`src/rtl/fp_result_packer.sv`:
```
// fp_result_packer: normalizes, rounds (nearest-even) and packs an FP add/sub result into IEEE-754 single precision.
// Build option: define FP_PACK_SUBNORMAL_EN to keep tiny results as subnormals instead of flushing to signed zero.
module fp_result_packer #(
    parameter int WIDTH = 32,
    parameter int EXP_W = 8,
    parameter int MAN_W = 23
) (
    input  logic             clk,
    input  logic             rst,
    input  logic             in_valid,
    output logic             in_ready,
    input  logic             sign_in,
    input  logic [EXP_W:0]   exp_in,
    input  logic [MAN_W+4:0] man_in,
    output logic             out_valid,
    input  logic             out_ready,
    output logic [WIDTH-1:0] result,
    output logic             overflow,
    output logic             underflow,
    output logic             inexact
);
    localparam int MW = MAN_W + 5;
    localparam int SW = MAN_W + 1;
    localparam logic [EXP_W:0] EXP_MAX = {1'b0, {EXP_W{1'b1}}};
    localparam logic [EXP_W:0] EXP_ONE = {{EXP_W{1'b0}}, 1'b1};

    typedef enum logic [1:0] {IDLE, NORM, ROUND, DONE} state_t;
    state_t state, state_next;

    logic             sign_r;
    logic [EXP_W:0]   exp_r;
    logic [MW-1:0]    man_r;
    logic             zero_r;
    logic             ovf_r;
    logic             tiny_r;

    logic take;
    logic release_out;
    logic norm_zero;
    logic norm_ovf;
    logic norm_carry;
    logic norm_hidden;
    logic norm_shift;

    assign in_ready    = (state == IDLE) && !rst;
    assign take        = in_valid && in_ready;
    assign release_out = out_valid && out_ready;

    // Normalization decision, in priority order: zero, overflow, carry, already normalized, shift, tiny.
    assign norm_zero   = (man_r == '0);
    assign norm_ovf    = (exp_r >= EXP_MAX);
    assign norm_carry  = man_r[MW-1];
    assign norm_hidden = man_r[MW-2];
    assign norm_shift  = !norm_zero && !norm_ovf && !norm_carry && !norm_hidden && (exp_r > EXP_ONE);

    always_ff @(posedge clk) begin
        if (rst) begin
            state <= IDLE;
        end else begin
            state <= state_next;
        end
    end

    always_comb begin
        state_next = state;
        case (state)
            IDLE:  if (take) state_next = NORM;
            NORM:  if (!norm_shift) state_next = ROUND;
            ROUND: state_next = DONE;
            DONE:  if (release_out) state_next = IDLE;
            default: state_next = IDLE;
        endcase
    end

    logic             guard;
    logic             rnd;
    logic             sticky;
    logic             round_up;
    logic [SW:0]      sum;
    logic [EXP_W:0]   exp_rnd;
    logic [MAN_W-1:0] frac_rnd;
    logic [WIDTH-1:0] pack_result;
    logic             pack_ovf;
    logic             pack_unf;
    logic             pack_inx;

    // Rounding: a carry out of the 24-bit significand leaves 1.000.. so the fraction is the upper bits.
    always_comb begin
        guard    = man_r[2];
        rnd      = man_r[1];
        sticky   = man_r[0];
        round_up = guard & (rnd | sticky | man_r[3]);
        sum      = {1'b0, man_r[MW-2:3]} + {{SW{1'b0}}, round_up};
        exp_rnd  = exp_r;
        frac_rnd = sum[MAN_W-1:0];
        if (sum[SW]) begin
            frac_rnd = sum[MAN_W:1];
            exp_rnd  = exp_r + EXP_ONE;
        end

        pack_result = '0;
        pack_ovf    = 1'b0;
        pack_unf    = 1'b0;
        pack_inx    = guard | rnd | sticky;
        if (zero_r) begin
            pack_inx = 1'b0;
        end else if (ovf_r || (exp_rnd >= EXP_MAX)) begin
            pack_result = {sign_r, {EXP_W{1'b1}}, {MAN_W{1'b0}}};
            pack_ovf    = 1'b1;
            pack_inx    = 1'b1;
        end else if (tiny_r) begin
`ifdef FP_PACK_SUBNORMAL_EN
            // A round-up into the hidden position naturally becomes exponent field 1.
            pack_result = {sign_r, {(EXP_W-1){1'b0}}, sum[MAN_W], sum[MAN_W-1:0]};
            pack_unf    = pack_inx;
`else
            pack_result = {sign_r, {(WIDTH-1){1'b0}}};
            pack_unf    = 1'b1;
            pack_inx    = 1'b1;
`endif
        end else begin
            pack_result = {sign_r, exp_rnd[EXP_W-1:0], frac_rnd};
        end
    end

    always_ff @(posedge clk) begin
        if (rst) begin
            sign_r    <= 1'b0;
            exp_r     <= '0;
            man_r     <= '0;
            zero_r    <= 1'b0;
            ovf_r     <= 1'b0;
            tiny_r    <= 1'b0;
            result    <= '0;
            overflow  <= 1'b0;
            underflow <= 1'b0;
            inexact   <= 1'b0;
            out_valid <= 1'b0;
        end else begin
            case (state)
                IDLE: begin
                    if (take) begin
                        sign_r <= sign_in;
                        exp_r  <= (exp_in == '0) ? EXP_ONE : exp_in;
                        man_r  <= man_in;
                        zero_r <= 1'b0;
                        ovf_r  <= 1'b0;
                        tiny_r <= 1'b0;
                    end
                end
                NORM: begin
                    if (norm_zero) begin
                        zero_r <= 1'b1;
                    end else if (norm_ovf) begin
                        ovf_r <= 1'b1;
                    end else if (norm_carry) begin
                        man_r <= {1'b0, man_r[MW-1:2], man_r[1] | man_r[0]};
                        exp_r <= exp_r + EXP_ONE;
                    end else if (norm_shift) begin
                        man_r <= {man_r[MW-2:0], 1'b0};
                        exp_r <= exp_r - EXP_ONE;
                    end else if (!norm_hidden) begin
                        tiny_r <= 1'b1;
                    end
                end
                ROUND: begin
                    result    <= pack_result;
                    overflow  <= pack_ovf;
                    underflow <= pack_unf;
                    inexact   <= pack_inx;
                end
                DONE: begin
                    // out_valid rises one cycle into DONE and drops on the accepting edge.
                    if (!out_valid) begin
                        out_valid <= 1'b1;
                    end else if (out_ready) begin
                        out_valid <= 1'b0;
                    end
                end
                default: ;
            endcase
        end
    end
endmodule

```
`config.mk`:
```
export PLATFORM = sky130hd
export DESIGN_NAME = fp_result_packer
export DESIGN_NICKNAME = d
export VERILOG_FILES = /design/src/rtl/fp_result_packer.sv
export SDC_FILE = /design/constraint.sdc
export NUM_CORES = 1
export LEC_CHECK = 0
export BUFFER_PORTS_ARGS = -buffer_cell sky130_fd_sc_hd__buf_2
export CAP_MARGIN = 20
export CORE_UTILIZATION = 30
export DETAILED_ROUTE_END_ITERATION = 16
export HOLD_SLACK_MARGIN = 0.08
export PLACE_DENSITY_LB_ADDON = 0.08
export SLEW_MARGIN = 20
export SYNTH_ARGS = -nofsm -noshare
export SYNTH_HDL_FRONTEND = slang
export SYNTH_SLANG_ARGS = --single-unit
```
`constraint.sdc`:
```
create_clock -name clk -period 4.4 [get_ports clk]
set_input_delay 0.44 -clock clk [delete_from_list [all_inputs] [get_ports clk]]
set_output_delay 0.44 -clock clk [all_outputs]
set_load 0.05 [all_outputs]
```
==> impl_metrics.py <==
metrics = {
    "outcome": {
        "status": "finished, final reports clean",
    },
    "timing": {
        "finalSetupViolCount": 0,
        "slew-limit-headroom_pct": 26.3,
        "rsz0062_at_grt": "false",
        "hold_viol_final": 0,
        "period_share_pct": 74.9,
        "fin_skew_ns": 0.00917,
        "final.setup.worst_slack_ns": 1.10,
        "layout_min_cycle_time_ns": 3.30,
        "fmax_mhz": 303,
        "worst-slew-pin-transition_ns": 1.11,
        "final_max_slew_viol_count": 0,
        "fin_tns_setup_ns": 0,
    },
    "cells_and_area": {
        "drive_gt1_share_pct": 19.9,
        "fillers": 1670,
        "insertedDiodeCount": 0,
        "nets": 675,
        "final_cells": 839,
        "area_growth_pct": 16.3,
        "fin_util_pct": 36.3,
    },
    "detailed_routing": {
        "drtPass1Iterations": 8,
        "vias_per_cell": 5.61,
        "first_iter_violations": 492,
        "wl_um": 15200,
        "drtAntennaViolNets": 0,
        "drt-wirelength-per-cell_um": 18.1,
        "via_count": 4706,
        "detail_route.drc_violations": 0,
    },
    "clock_network": {
        "clock-sinks": 79,
        "insertion_delay_ns": 0.34,
        "cts_setup_buffers": 0,
        "root_buffer": "clkbuf_16",
        "ctsResizeCount": 0,
        "clockBufferDepth": 2,
        "cts_tree": "built",
        "clk_pin_slew_ns": 0.06,
        "ctsHoldBuffers": 0,
        "cts.htree.levels": 3,
        "cts_inserted_buffers": 9,
    },
    "flow_run": {
        "drv_cap": 0,
    },
    "hold_path": {
        "min_path_type": "input pin to register",
    },
    "pwr": {
        "switching_power_w": 0.00181,
        "p_comb_share_pct": 47.9,
        "switching_share_pct": 46.6,
        "pwr_density_cell_nw_per_um2": 693,
        "ir_worst_vdd_uv": 249,
        "p_seq_share_pct": 31.2,
        "p_int_w": 0.00207,
        "p_leak_nw": 2.10,
        "power_w": 0.00388,
        "p_clk_share_pct": 20.8,
    },
    "die": {
        "core-area_um2": 15400,
        "start_util_pct": 31.2,
        "die_h_um": 129,
        "die_w_um": 129,
        "ioPinCount": 79,
        "num_rows": 45,
        "dieArea_um2": 16600,
    },
    "synth": {
        "syn-num-nets": 634,
        "synth_edf_count": 0,
        "synth_cell_types": 61,
        "synth-compound-area-share_pct": 31.6,
        "ys_seq_area_share_pct": 32.9,
        "syn_inst": 583,
        "synth_fa_ha_area_share_pct": 2.34,
        "synth_xor_area_share_pct": 5.46,
        "async_flop_share_pct": 0,
        "yosys.area_share.simple_pct": 19.5,
        "synth-seq-cells": 79,
        "yosys_warnings": 0,
        "muxShareOfSynthArea_pct": 0.884,
        "synth_ff_type": "dfxtp_1",
        "syn-cell-area_um2": 4810,
        "avgSynthCellArea_um2": 8.25,
        "synth_top_family_by_area": "compound AO/OA/AOI/OAI gates",
    },
    "setup_path": {
        "crit_fanout": 38,
        "end_kind": "register",
        "crit_type": "register to register",
        "cp.arrival_ns": 3.54,
        "worst-r2r-setup-slack_ns": 1.10,
        "crit_path_start_kind": "register",
        "crit_required_ns": 4.64,
    },
    "grt": {
        "grt-ovfl-total": 0,
        "grt_pass1_wl_um": 24100,
        "grt_usage_pct": 18.8,
        "grt_pass1_vias": 4302,
        "grt_max_degree": 54,
        "antenna_found_initial": 0,
    },
    "placement": {
        "place_hpwl_um": 10800,
        "dp_cells": 824,
        "io_buffers": 78,
        "place_ws_ns": 1.18,
        "gp_congestion": 0.856,
    },
}
-- cell usage after synthesis (all sizes together) (20+ instances only) --
master / instances / area (µm²)
nand3: 20 / 105
a222oi: 25 / 250
nand2: 32 / 123
clkbuf: 34 / 129
o21ai: 20 / 100
buf: 26 / 161
a22o: 21 / 184
dfxtp: 79 / 1580
nor2: 37 / 139
a21oi: 69 / 349
a211oi: 35 / 263
-- sequential cells by signal, summed over array words and instances (netlist names) --
signal,cells
exp_r,9
inexact,1
man_r,28
out_valid,1
overflow,1
ovf_r,1
result,32
sign_r,1
state,2
tiny_r,1
underflow,1
zero_r,1
-- per-layer routing --
metal	vias to the layer above	routed length [µm]	GRT usage [%]
met1	2225	7940	28.5
met2	147	6280	26.4
met3	17	733	2.91
met5	-	0	0
met4	0	247	7.13
li1	2317	-	-
-- path summary, 6_finish.rpt --
| check | endpoint | cells past startpoint | start |
|---|---|---|---|
| max | exp_r[0]$_SDFFE_PP0P_ | 13 | exp_r[1]$_SDFFE_PP0P_ |
| min | man_r[27]$_SDFFE_PP0P_ | 3 | man_in[27] |
| max reg2reg | exp_r[0]$_SDFFE_PP0P_ | 13 | exp_r[1]$_SDFFE_PP0P_ |
| min reg2reg | overflow$_SDFFE_PP0P_ | 2 | overflow$_SDFFE_PP0P_ |
-- final cells by class --
| class | count | area [µm²] | share of cell area (%) |
|---|---|---|---|
| Clock buffer | 10 | 239 | 4.27 |
| Clock inverter | 5 | 81.3 | 1.45 |
| Inverter | 17 | 63.8 | 1.14 |
| Multi-Input combinational cell | 427 | 2890 | 51.6 |
| Sequential cell | 79 | 1580 | 28.3 |
| Tap cell | 211 | 264 | 4.72 |
| Timing Repair Buffer | 90 | 480 | 8.58 |
-- power groups by stage --
stage | sequential (W) | combinational, W | clock [W]
floorplan | 0.00110 | 0.00154 | 0
global placement | 0.00121 | 0.00184 | 0
detailed placement | 0.00122 | 0.00185 | 0
CTS | 0.00120 | 0.00186 | 0.000833
global route | 0.00124 | 0.00206 | 0.000861
finish | 0.00121 | 0.00186 | 0.000809
-- worst max-delay path, cell delays in order, from the launching register on --
cell and delay [ns]:
dfxtp_1 0.54, ha_1 0.34, and3_1 0.27, nand3_1 0.17, nor2_1 0.16, ha_1 0.16
nor2_1 0.04, o31ai_1 0.09, o21bai_2 0.30, o21ai_2 0.11, buf_4 0.26, and2_1 0.21
buf_4 0.25, a221oi_1 0.30
-- cell families after synthesis --
family / after synthesis
xor gates and xnor gates: 30
AOI/OAI and AO/OA: 211
DFF: 79
and+or+nand+nor: 173
muxes: 4
adders and majority gates: 9
buffers and inverters: 77
-- metrics by stage --
step	hold WS [ns]	cell area, µm²
after global placement	0.433	5280
final	0.342	5600
after detailed placement	0.443	5280
after floorplan	0.437	4810
after CTS	0.332	5600
after global routing	0.351	5600
-- cell usage in the layout (no fill, tap or decap), types with 12 or more instances in the layout --
cell / n
nor4_1: 13
nand3_1: 19
buf_2: 78
dfxtp_1: 79
nor3_1: 13
a22o_1: 21
xnor2_1: 13
xor2_1: 17
nand2_1: 31
nand4_1: 16
inv_1: 17
a21oi_1: 67
a222oi_1: 25
nor2_1: 36
a211oi_1: 35
o21ai_0: 19
buf_4: 12
(Power assumes the default switching activity.)
